[src/rtl/fos_out_fifo.sv]
// fos_out_fifo: rounds and rescales Q10 filter samples to 16 bits into a FWFT FIFO.
// Define FOS_OUT_SAT_EN to saturate out-of-range samples instead of wrapping.
module fos_out_fifo #(
  parameter int DEPTH = 16,
  parameter int SHIFT = 10
) (
  input  logic                     clk,
  input  logic                     reset,
  input  logic [31:0]              y_in,
  input  logic                     in_valid,
  output logic [15:0]              out_data,
  output logic                     out_valid,
  input  logic                     out_ready,
  output logic [$clog2(DEPTH):0]   count,
  output logic                     overflow,
  input  logic                     clear_ovf,
  output logic                     sat
);
  localparam int AW = $clog2(DEPTH);
  localparam logic signed [32:0] HALF = 33'sd1 <<< (SHIFT - 1);
  logic signed [32:0] sum, conv;
  logic [15:0] word, s1_data;
  logic s1_valid, pop, full, wr, ovf_set;
  logic [AW-1:0] wr_ptr, rd_ptr;
  logic [15:0] mem [DEPTH];
  logic unused_conv;
  assign sum = $signed({y_in[31], y_in}) + HALF;
  assign conv = sum >>> SHIFT;
  assign unused_conv = ^conv;
`ifdef FOS_OUT_SAT_EN
  logic sat_hi, sat_lo;
  assign sat_hi = conv > 33'sd32767;
  assign sat_lo = conv < -33'sd32768;
  assign word = sat_hi ? 16'h7fff : sat_lo ? 16'h8000 : conv[15:0];
  always_ff @(posedge clk)
    sat <= reset ? 1'b0 : (in_valid & (sat_hi | sat_lo)) ? 1'b1 : clear_ovf ? 1'b0 : sat;
`else
  assign word = conv[15:0];
  assign sat = 1'b0;
`endif
  assign out_valid = count != '0;
  assign out_data = out_valid ? mem[rd_ptr] : 16'h0000;
  assign pop = out_valid & out_ready;
  assign full = count == (AW + 1)'(DEPTH);
  // A pop frees the slot, so a write into a full FIFO succeeds on the same edge.
  assign wr = s1_valid & (~full | pop);
  assign ovf_set = s1_valid & full & ~pop;
  always_ff @(posedge clk) begin
    if (reset) begin
      wr_ptr <= '0;
      rd_ptr <= '0;
      count <= '0;
      s1_valid <= 1'b0;
      overflow <= 1'b0;
    end else begin
      s1_valid <= in_valid;
      if (wr) wr_ptr <= wr_ptr + AW'(1);
      if (pop) rd_ptr <= rd_ptr + AW'(1);
      count <= (wr & ~pop) ? count + (AW + 1)'(1) : (pop & ~wr) ? count - (AW + 1)'(1) : count;
      overflow <= ovf_set ? 1'b1 : clear_ovf ? 1'b0 : overflow;
    end
  end
  always_ff @(posedge clk) begin
    s1_data <= word;
    if (wr) mem[wr_ptr] <= s1_data;
  end
endmodule

[config.mk]
export PLATFORM = sky130hd
export DESIGN_NAME = fos_out_fifo
export DESIGN_NICKNAME = d
export VERILOG_FILES = /design/src/rtl/fos_out_fifo.sv
export SDC_FILE = /design/constraint.sdc
export NUM_CORES = 1
export LEC_CHECK = 0
export ABC_AREA = 1
export BUFFER_PORTS_ARGS = -buffer_cell sky130_fd_sc_hd__buf_2
export CORE_UTILIZATION = 55
export DETAILED_ROUTE_END_ITERATION = 12
export PLACE_DENSITY_LB_ADDON = 0.08
export SYNTH_ARGS = -nofsm -noshare
export SYNTH_HDL_FRONTEND = slang
export SYNTH_SLANG_ARGS = --single-unit
export TNS_END_PERCENT = 1
[constraint.sdc]
create_clock -name clk -period 4.75 [get_ports clk]
set_input_delay 0.475 -clock clk [delete_from_list [all_inputs] [get_ports clk]]
set_output_delay 0.475 -clock clk [all_outputs]
set_load 0.02 [all_outputs]
* Yosys cells after proc, flatten, opt, wreduce, memory -nomap -nowiden
Memories as Yosys holds them, arrays and structs flattened. A register that Yosys moved wholly into a read port is not among the register bits.
Index checks and enable logic that the tools add are counted.
** Storage, ports and cells
- Bits of input ports :: 37
- Register bits after elaboration :: 31
- Memories :: 1
- RAM bits :: 256
- Output and inout bits :: 24
- Word-level logic and storage cells :: 35
** Memories
- mem :: depth 16, bits a word 16, rd ports 1, clocked after memory_dff 1, wr ports 1, line 25 : logic [15:0] mem [DEPTH];
** Cells by class
- Add/subtract/negate cells :: 5
- Reductions and logical operators :: 3
- Bitwise gates (word level) :: 10
- Mux-type cells :: 9
- Equality and inequality tests :: 1
** Operators with widths (count)
- $add A26 B11 Y26 const B :: 1
- $mux W16 :: 1
- $mux W5 :: 2
- $add A4 B1 Y4 const B :: 2
- $mux W4 :: 2
- $and A1 B1 Y1 :: 6
- $add A5 B1 Y5 const B :: 1
- $eq A5 B5 Y1 const B :: 1
- $reduce_bool A5 Y1 :: 1
- $sub A5 B1 Y5 const B :: 1
- $mux W1 :: 4
- $reduce_bool A2 Y1 :: 2
- $not A1 Y1 :: 3
- $or A1 B1 Y1 :: 1

* Depth between registers and ports, before layout
Gate-level depths: netlist (run 1).
- Depth after elaboration :: 8
- Mapped depth :: 15
- Mapped depth without buffers :: 15

* Worst setup path after synthesis (run 1)
OpenSTA, ideal clock, no wires.
- Kind :: reg-to-reg
- From :: reg count[1]
- To :: mem mem[10][0], enable pin
- Data required time :: 4.341 ns
- Cell stages (with the launch flop) :: 6
- Data arrival time :: 2.108 ns
- Path slack :: 2.233 ns
- Clock period less this slack :: 2.517 ns
- Cells stage by stage :: dfxtp_1 inv_1 nand4_1 nand2_1 buf_2 nor3_1
** On the way
- Cells in the longest elaborated chain, start to end :: 6
** RTL lines
- start, declared :: line 14 : output logic [$clog2(DEPTH):0] count,
- start signal, assigned :: line 59 : count <= (wr & ~pop) ? count + (AW + 1)'(1) : (pop & ~wr) ? count - (AW + 1)'(1) : count;
- $reduce_bool A5 Y1 or $eq A5 B5 Y1 (tied branches) :: line 41, 44
- $and A1 B1 Y1 or $not A1 Y1 (tied branches) :: line 43, 46
- $or A1 B1 Y1 (*) :: line 46 : assign wr = s1_valid & (~full | pop);
- $and A1 B1 Y1 (*) :: line 46
- $mux W1 (*) :: line 65 : if (wr) mem[wr_ptr] <= s1_data;
- $mux W1 (implied by the code) (*) :: line 65
- end, declared :: line 25
Every way passes the cells marked *; elsewhere a longest branch is shown, timed or not.

==> results.md, run 1 <==
* Status: finished clean
* Port buffer count at 44
* CP Class: flip-flop to output pin
* # DRC at 0
* Cts hold-fix bufs at 0
* Pwr/cell area at 520 nW/um^2
* Placer Congestion at 0.776
* Period utilization at 0.725
* Worst-margin pin slew at 992 ps
* Cells after synthesis at 1,046
* Max cap viols at 0
* Nets@finish at 1,139
* Cell Area, Synth at 11,900 sq um
* Worst R2R Start: count[4]$_SDFFE_PP0P_
* Vias per inst at 5.52
* Root Buffer: clkbuf_16
* Skew-Pair Late Insertion Delay at 540 ps
* Hold WC Path Type: primary input to flip-flop
* Worst vdd ir at 0.000360 V
* Synth top area cells: edfxtp_1, nand2_1, nand3_1, dfxtp_1, a21oi_1
* Seq/Total Area, Yosys at 0.706
* HPWL Detailed at 14,800 um
* Total vias in the final route at 7,657
* Antenna Cells at 0
* DRT iter0 DRCs at 608
* Final hold violation count at 0
* Mean routed wirelength per cell at 19.3 um
* Combinational power share at 0.250
* Die Y-Extent at 149 um
* Number of core rows at 53
* Chip width at 149 um
* I/O Pins at 61
* Leak at 5.03 nW
* Int Power at 0.00473 W
* Area leader, netlist: edfxtp_1
* Required @ worst endpoint at 4280 ps
* R2R depth at 15
* Vias in the first global route at 7,023
* CP Data Arrival Time at 2970 ps
* CP endpoint kind: output pin
* Fraction of layout cells with a size suffix above 1 at 0.125
* Minimum clock period at 3440 ps
* Crit Reg-Reg Endpoint: count[4]$_SDFFE_PP0P_
* WL final at 26,800 um
* Switching share of power at 0.321
* Area Growth Syn to Fin at 12.8%
* Non-filler cells in the finished layout at 1,388
* TritonCTS Sinks at 291
* # setup viols final at 0
* Fill cells at 1,639
* RSZ-0062 raised after global routing: no
* Total of warnings raised by yosys at 0
* First-pass GRT wire length at 40,700 um
* Sequential power share at 0.421
* Netlist cell types at 22
* Postcts setup bufs at 0
* Initial core utilization at 0.563
* CTS tree: yes
* GR Util All Layers at 0.247
* Post-synth top area share at 0.647
* DRT Pass-1 Iters at 5
* Sw power at 0.00223 W
* Crit path launch type: flip-flop
* Hold path depth at 2
* CTS Buf Count at 29
* Initial antenna violation count at 0
* Largest net degree at the start of global routing at 72
* Final Max Slew Viols at 0
* Reg2reg setup slack at 2210 ps
* Placed Instances at 1,335
* Die area at 22,200 sq um
* Setup Skew at 12.1 ps
* Post_cts resized at 0
* CTS Buffer Depth at 3
* FMAX at 0.290 GHz
* Clock Power Share at 0.329
* Final ANT Viol Nets at 0
* Worst setup path end: out_data[12]
* Avg Synthesized Cell Area at 11.4 sq um
* Reg clk slew, reported paths at 60 ps
* Synth Register Bits at 291
* H-tree levels at 1
* Slew HR at 0.338
* Final setup TNS at 0 ps
* Core ar. at 21,100 sq um
* Synth Net Count at 1,094
* Worst Path Max Fanout at 33
* GR Overflow Total at 0
[kinds of logic after synthesis]
kind of cell               Yosys count  share of synthesized area
AOI/OAI and AO/OA                   39                     0.0164
xor gates and xnor gates            22                     0.0162
adders and majority gates           11                     0.0122
buffers and inverters               89                     0.0372
DFF                                291                      0.706
other                                1                   0.000316
and+or+nand+nor                    593                      0.212
[power groups by stage]
stage          Sequential (W)  Combinational (W)  Clock [W]
2_1_floorplan         0.00298            0.00126          0
3_3_place_gp          0.00298            0.00172          0
3_5_place_dp          0.00299            0.00175          0
4_1_cts               0.00293            0.00175    0.00233
5_1_grt               0.00294            0.00193    0.00243
6_report              0.00293            0.00174    0.00229
[area by class of cell]
type / instances / area, sq um / share of cell area
timing repair buffer: 70 / 428 / 0.0319
tap: 275 / 344 / 0.0257
sequential: 291 / 8390 / 0.626
multi-input combinational: 666 / 3130 / 0.234
inverter: 33 / 125 / 0.00934
clock buffer: 39 / 813 / 0.0607
clock inverter: 14 / 161 / 0.0120
[how the worst min path moves through the flow]
stage / start / end / slack [ps]
after floorplan: s1_valid$_SDFF_PP0_ / overflow$_SDFFE_PP0P_ / 440
after global placement: overflow$_SDFFE_PP0P_ / overflow$_SDFFE_PP0P_ / 450
after detailed placement: s1_valid$_SDFF_PP0_ / overflow$_SDFFE_PP0P_ / 480
after CTS: y_in[25] / s1_data[15]$_DFF_P_ / 110
after global routing: y_in[25] / s1_data[15]$_DFF_P_ / 110
final: y_in[25] / s1_data[15]$_DFF_P_ / 130
[per-stage QoR]
step,setup WS (ps),cell area [sq um],utilization,hold WS [ps],power (W)
floorplan,2230,11900,-,439,0.00423
global placement,1930,12400,0.589,453,0.00471
detailed placement,1920,12400,0.589,477,0.00473
CTS,1330,13400,0.635,107,0.00702
global route,1190,13400,0.635,110,0.00730
finish,1310,13400,0.635,127,0.00696
[Yosys cell counts (all sizes together)]
cell and instances:
nand2 351, nor2 17, xor2 15, clkbuf 10, inv 33, or2 1
edfxtp 256, fa 1, buf 46, ha 10, xnor2 7, nand4 6
a21oi 30, nand3 200, o21ai 9, nor3 18, conb 1, dfxtp 35
[worst max-delay path: stages (launching register included)]
cell,delay (ps)
dfxtp_1,300
buf_4,270
inv_1,770
buf_4,380
nand3_1,110
nand2_1,70
nand2_1,60
a21oi_1,210
buf_2,220
[layout by cell type (no fill, tap or decap)]
cell | Yosys | final
xnor2_1 | 7 | 7
nand4_1 | 6 | 6
buf_4 | 19 | 25
clkinv_4 | 0 | 2
dfxtp_1 | 35 | 33
dfxtp_2 | 0 | 1
clkinv_2 | 0 | 6
inv_4 | 0 | 1
edfxtp_1 | 256 | 256
nand3_1 | 200 | 200
ha_1 | 10 | 10
o21ai_0 | 9 | 9
inv_2 | 1 | 1
clkbuf_1 | 10 | 5
buf_2 | 23 | 44
nor3_2 | 0 | 16
nand2_1 | 351 | 351
fa_1 | 1 | 1
nor2_1 | 17 | 17
clkinvlp_4 | 0 | 3
xor2_1 | 15 | 15
conb_1 | 1 | 1
buf_12 | 0 | 1
clkbuf_16 | 0 | 29
clkbuf_8 | 0 | 5
dfxtp_4 | 0 | 1
a21oi_1 | 30 | 30
or2_2 | 1 | 1
nor3_1 | 18 | 2
inv_1 | 32 | 31
bufinv_16 | 0 | 3
[sequential cells by signal (all words and copies together) (netlist names), named ones only]
signal / count
mem: 256
s1_data: 16
count: 5
rd_ptr: 4
wr_ptr: 4
overflow: 1
s1_valid: 1
[layer usage]
metal	part of all wire	vias up	track usage
li1	-	3713	-
met1	0.42	3660	0.342
met2	0.49	244	0.408
met3	0.066	40	0.0385
met4	0.020	0	0.0704
met5	0	-	0
No activity file was read; power rests on OpenSTA's default activity.
==> run 2: changes to the inputs <==
ABC_AREA = 0   (was 1)
clock period = 2.81 ns   (was 4.75 ns; I/O delays follow)
==> results.md, run 2 <==
* Reg2reg setup slack at -10 ps (-2220 ps)
* Worst path cell trace: or4_4 -> buf_6 -> o211ai_4 -> buf_6 -> and2b_1 -> a221o_1 -> buf_6
* Crit path launch type: flip-flop
* Mean routed wirelength per cell at 23.9 um (+24%)
* Required @ worst endpoint at 2530 ps (-1750 ps)
* Synth top area cells: edfxtp_1, mux4_2, dfxtp_1, mux2_2, a221o_1
* Most Frequent Cell on Critical Path: buf_6
* # DRC at 0 (unchanged)
* CTS tree: yes
* GR Util All Layers at 0.227 (-0.0206)
* Most flop-heavy register: mem
* CTS Buf Count at 29 (unchanged)
* Root Buffer: clkbuf_16
* Synth Register Bits at 291 (unchanged)
* Failing checks: negative setup slack
* Initial antenna violation count at 1 (+1)
* GR Overflow Total at 0 (unchanged)
* Status: finished with violations
* First-pass GRT wire length at 35,300 um (-13%)
* Final ANT Viol Nets at 0 (unchanged)
* Setup Skew at 6.46 ps (-5.65 ps)
* R2R depth at 10 (-5)
* Initial core utilization at 0.561 (-0.00252)
* Area Growth Syn to Fin at 17.8%
* Cells after synthesis at 573 (-45%)
* DRT iter0 DRCs at 461 (-24%)
* Post-synth top area share at 0.677 (+0.0303)
* Hold WC Path Type: primary input to flip-flop
* I/O Pins at 61 (unchanged)
* Worst Hold End: s1_data[11]$_DFF_P_
* Max stage delay on crit path at 520 ps (-250 ps)
* Total of warnings raised by yosys at 0 (unchanged)
* Leading cell type in the layout, fill and taps excluded: edfxtp_1
* Max reg flops at 256 (unchanged)
* Die area at 21,200 sq um (-4.4%)
* TritonCTS Sinks at 291 (unchanged)
* Slew HR at 0.221 (-0.116)
* Cell Area, Synth at 11,400 sq um (-4.5%)
* Port buffer count at 44 (unchanged)
* Skew-Pair Late Insertion Delay at 520 ps (-20 ps)
* Nets@finish at 718 (-37%)
* Most frequent cell after synthesis: edfxtp_1
* Die Y-Extent at 146 um (-2.2%)
* Main synth FF type: edfxtp_1
* DRT Pass-1 Iters at 4 (-1)
* Pwr/cell area at 857 nW/um^2 (+65%)
* Hold path depth at 2 (unchanged)
* Placer Congestion at 0.799 (+2.9%)
* Slowest cell on crit path: or4_4
* WL final at 23,000 um (-14%)
* Setup WS post-layout at -84.5 ps (-1390 ps)
* Top cells by count, synth: edfxtp_1, mux4_2, nor2_1
* Vias per inst at 5.75 (+4.2%)
* Max cap viols at 0 (unchanged)
* Crit Reg-Reg Endpoint: count[3]$_SDFFE_PP0P_
* Leak at 4.55 nW (-9.5%)
* Area leader, netlist: edfxtp_1
* Most frequent cells in the layout: edfxtp_1, mux4_2, buf_2
* Antenna Cells at 0 (unchanged)
* Worst Path Max Fanout at 8 (-76%)
* Largest net degree at the start of global routing at 49 (-32%)
* Fraction of layout cells with a size suffix above 1 at 0.342 (+0.218)
* Final hold violation count at 0 (unchanged)
* Worst R2R Start: count[0]$_SDFFE_PP0P_
* H-tree levels at 1 (unchanged)
* Chip width at 146 um (-2.2%)
* Avg Synthesized Cell Area at 19.8 sq um (+74%)
* Number of core rows at 52 (-1.9%)
* FMAX at 0.345 GHz
* CTS Buffer Depth at 3 (unchanged)
* # setup viols final at 16 (+16)
* Post-synth EDFFs at 256 (unchanged)
* Period utilization at 1.03
* Minimum clock period at 2890 ps
* DP Worst Slack at 112 ps (-1810 ps)
* CP endpoint kind: output pin
* Biggest regs: mem: 256 flops, s1_data: 16 flops, count: 5 flops
* Hold Startpoint: y_in[21]
* Worst vdd ir at 0.000577 V (+60%)
* Core ar. at 20,200 sq um (-4.0%)
* Seq/Total Area, Yosys at 0.739 (+0.0331)
* Final Max Slew Viols at 0 (unchanged)
* Post-synthesis async set-or-reset flop share at 0 (unchanged)
* CP Data Arrival Time at 2610 ps (-360 ps)
* Total vias in the final route at 5,532 (-28%)
* RSZ-0062 raised after global routing: yes
* HPWL Detailed at 13,600 um (-8.0%)
* Final Util at 0.661 (+0.0254)
* Synth Net Count at 621 (-43%)
* Reg clk slew, reported paths at 60 ps (about the same)
* Vias in the first global route at 5,963 (-15%)
* Netlist cell types at 38 (+73%)
* Worst-margin pin slew at 1170 ps (+174 ps)
* CP Class: flip-flop to output pin
-- run 2: layout make-up --
class / instances / area (sq um)
fillers: 1356 / 6870
well taps: 270 / 338
clock inverters: 12 / 161
clock buffers: 41 / 861
repair buffers: 95 / 732
inverters: 6 / 22.5
flip-flops and latches: 291 / 8400
multi-input cells: 247 / 2860
-- run 2: power by group --
part / internal, W / switching (W)
Combinational: 0.00126 / 0.00126
Clock: 0.00249 / 0.00152
Sequential: 0.00482 / 0.000120
-- run 2: worst max path at each step --
| stage | from | slack [ps] | cells past startpoint | to |
|---|---|---|---|---|
| finish | count[0]$_SDFFE_PP0P_ | -80 | 7 | out_data[6] |
| global route | count[0]$_SDFFE_PP0P_ | -150 | 7 | out_data[6] |
| global placement | count[0]$_SDFFE_PP0P_ | 170 | 8 | count[4]$_SDFFE_PP0P_ |
| CTS | count[0]$_SDFFE_PP0P_ | -160 | 7 | out_data[6] |
| detailed placement | count[0]$_SDFFE_PP0P_ | 110 | 9 | count[3]$_SDFFE_PP0P_ |
| floorplan | count[0]$_SDFFE_PP0P_ | 0.8 | 10 | count[4]$_SDFFE_PP0P_ |
-- run 2: logic make-up after synthesis --
| kind of cell | Yosys count | share of synthesized area |
|---|---|---|
| multiplexers | 84 | 0.146 |
| flip-flops | 291 | 0.739 |
| adder cells (fa/ha/maj) | 11 | 0.0128 |
| XOR/XNOR | 23 | 0.0177 |
| AND/OR/NAND/NOR | 98 | 0.0459 |
| other | 1 | 0.000330 |
| AO/OA/AOI/OAI | 30 | 0.0224 |
| buffers and inverters | 35 | 0.0154 |
-- run 2: through the flow --
step / area [sq um] / cells / setup TNS, ps / hold WS (ps) / total power [W]
after global placement: 12100 / 887 / 0 / 487 / 0.00728
final: 13400 / 962 / -788 / 34.0 / 0.0115
after floorplan: 11400 / 573 / 0 / 378 / 0.00670
after global routing: 13400 / 962 / -2200 / 37.9 / 0.0119
after detailed placement: 12100 / 887 / 0 / 498 / 0.00734
after CTS: 13300 / 956 / -2000 / 22.2 / 0.0114
-- run 2: repair_timing --
item,4_1_cts,5_1_grt
pin swaps,2,2
setup buffers,5,5
hold buffers,10,0
gates resized for setup,10,7
endpoints found under the hold margin,9,0
endpoints found under the setup margin,16,18
cloned,1,1
-- run 2: metal layers --
layer / wire length [um] / vias up / global-route usage
met5: 0 / - / 0
met4: 350 / 0 / 0.0558
met3: 1860 / 27 / 0.0273
met2: 11800 / 183 / 0.392
met1: 9000 / 2826 / 0.310
li1: - / 2496 / -
-- run 2: critical path: cells and delay by family (launching register included) --
kind	cells	cell delay [ps]
flops	1	340
simple gates	2	700
buf+inv	3	490
compound gates	2	540
==> run 3: changes to the inputs <==
clock period = 3.5 ns   (was 2.81 ns; I/O delays follow)
==> results.md, run 3 (synthesis gave the netlist of run 2 again) <==
* Most flop-heavy register: mem
* Number of core rows at 52 (unchanged)
* Vias in the first global route at 5,791 (-2.9%)
* TritonCTS Sinks at 291 (unchanged)
* GR Util All Layers at 0.225 (-0.00151)
* I/O Pins at 61 (unchanged)
* FMAX at 0.316 GHz
* Worst Path Max Fanout at 25 (+17)
* Initial antenna violation count at 0 (-1)
* Reg clk slew, reported paths at 60 ps (about the same)
* RSZ-0062 raised after global routing: no
* Final setup TNS at 0 ps (+788 ps)
* Largest net degree at the start of global routing at 49 (unchanged)
* Minimum clock period at 3170 ps
* Die area at 21,200 sq um (unchanged)
* WL final at 23,000 um (about the same)
* Placed Instances at 882 (-0.56%)
* CP Data Arrival Time at 2820 ps (+210 ps)
* R2R depth at 9 (-1)
* Chip width at 146 um (unchanged)
* Placer Congestion at 0.760 (-4.8%)
* Vias per inst at 6.02 (+4.6%)
* Core ar. at 20,200 sq um (unchanged)
* Status: finished clean
* Cts hold-fix bufs at 0 (-10)
* CTS tree: yes
* Root Buffer: clkbuf_16
* Worst vdd ir at 0.000424 V (-27%)
* Final ANT Viol Nets at 0 (unchanged)
* First-pass GRT wire length at 35,000 um (-0.92%)
* # DRC at 0 (unchanged)
* DRT Pass-1 Iters at 5 (+1)
* CTS Buffer Depth at 3 (unchanged)
* Post_cts resized at 0 (-10)
* Postcts setup bufs at 0 (-5)
* Period utilization at 0.905
* Combinational power share at 0.200 (-0.019)
* Fraction of layout cells with a size suffix above 1 at 0.303 (-0.0398)
* Nets@finish at 690 (-3.9%)
* Reg2reg setup slack at 420 ps (+430 ps)
* Most frequent cells in the layout: edfxtp_1, mux4_2, buf_2
* Final Max Slew Viols at 0 (unchanged)
* Int Power at 0.00635 W (-26%)
* Max cap viols at 0 (unchanged)
* DRT iter0 DRCs at 461 (unchanged)
* Skew-Pair Late Insertion Delay at 530 ps (about the same)
* Switching share of power at 0.260 (+0.00693)
* Required @ worst endpoint at 3150 ps (+620 ps)
* Max reg flops at 256 (unchanged)
* Slew HR at 0.311 (+0.0895)
* Initial core utilization at 0.561 (unchanged)
* Hold Startpoint: y_in[25]
* Antenna Cells at 0 (unchanged)
* Worst Hold End: s1_data[15]$_DFF_P_
* # setup viols final at 0 (-16)
* GR Overflow Total at 0 (unchanged)
* Pwr/cell area at 666 nW/um^2 (-22%)
* Setup Skew at 7.43 ps (+0.970 ps)
* CP Class: flip-flop to output pin
* H-tree levels at 1 (unchanged)
* CP endpoint kind: output pin
* Hold path depth at 2 (unchanged)
* Non-filler cells in the finished layout at 934 (-2.9%)
* Leading cell type in the layout, fill and taps excluded: edfxtp_1
* Leak at 4.31 nW (-5.3%)
* Mean routed wirelength per cell at 24.6 um (+2.9%)
* Worst R2R Start: count[0]$_SDFFE_PP0P_
* Biggest regs: mem: 256 flops, s1_data: 16 flops, count: 5 flops
* Crit Reg-Reg Endpoint: count[4]$_SDFFE_PP0P_
* Sw power at 0.00222 W (-23%)
* CTS Buf Count at 28 (-3.4%)
* Area Growth Syn to Fin at 13.4%
* Die Y-Extent at 146 um (unchanged)
* Clock Power Share at 0.333 (-0.016)
* HPWL Detailed at 13,500 um (-1.3%)
* Port buffer count at 44 (unchanged)
* Worst-margin pin slew at 1030 ps (-139 ps)
* Total vias in the final route at 5,619 (+1.6%)
* Sequential power share at 0.468 (+0.037)
* Hold WC Path Type: primary input to flip-flop
* Crit path launch type: flip-flop
* Final hold violation count at 0 (unchanged)
-- run 3: cell count changes in the layout (fill, tap and decap cells not counted), moves of 3 or more --
cell	before	now
dlygate4sd3_1	10	0
clkbuf_8	9	3
bufinv_16	4	1
clkbuf_1	3	12
buf_2	40	44
buf_4	33	22
buf_6	7	0
-- run 3: area by class of cell --
type / count / area (sq um)
flip-flops and latches: 291 / 8390
fillers: 1410 / 7360
multi-input cells: 247 / 2820
clock buffers: 44 / 812
repair buffers: 68 / 425
well taps: 270 / 338
clock inverters: 8 / 61.3
inverters: 6 / 22.5
-- run 3: worst max-delay path by stage --
stage	slack [ps]	endpoint	cells after the start	start
after floorplan	510	count[4]$_SDFFE_PP0P_	10	count[0]$_SDFFE_PP0P_
after global placement	550	count[4]$_SDFFE_PP0P_	9	count[0]$_SDFFE_PP0P_
after detailed placement	450	count[4]$_SDFFE_PP0P_	9	count[0]$_SDFFE_PP0P_
after CTS	270	out_data[3]	5	flip-flop
after global routing	180	out_data[4]	5	flip-flop
final	330	out_data[7]	5	flip-flop
-- run 3: metrics by stage --
step                      hold WS [ps]   util  power, W  worst slack, ps  area (sq um)
after floorplan                    447      -   0.00536              506         11400
after global placement             511  0.593   0.00579              546         12000
after detailed placement           519  0.593   0.00582              447         12000
after CTS                         10.2  0.636   0.00865              270         12900
after global routing              21.1  0.636   0.00889              182         12900
final                             19.6  0.636   0.00857              332         12900
-- run 3: power groups by stage --
stage	Clock (W)	Sequential, W	Combinational, W
after floorplan	0	0.00403	0.00134
after global placement	0	0.00407	0.00172
after detailed placement	0	0.00409	0.00174
after CTS	0.00289	0.00401	0.00175
after global routing	0.00303	0.00403	0.00184
final	0.00285	0.00401	0.00171
-- run 3: critical path, stage by stage, from the launching register on --
cell	delay (ps)
dfxtp_4	660
buf_12	290
mux4_2	530
mux2_2	290
a221o_1	340
buf_2	180
-- run 3: layer usage --
metal  wire length (um)  track usage
met5                  0            0
met4                380       0.0563
met3               1190       0.0263
met2              11800        0.378
met1               9630        0.318
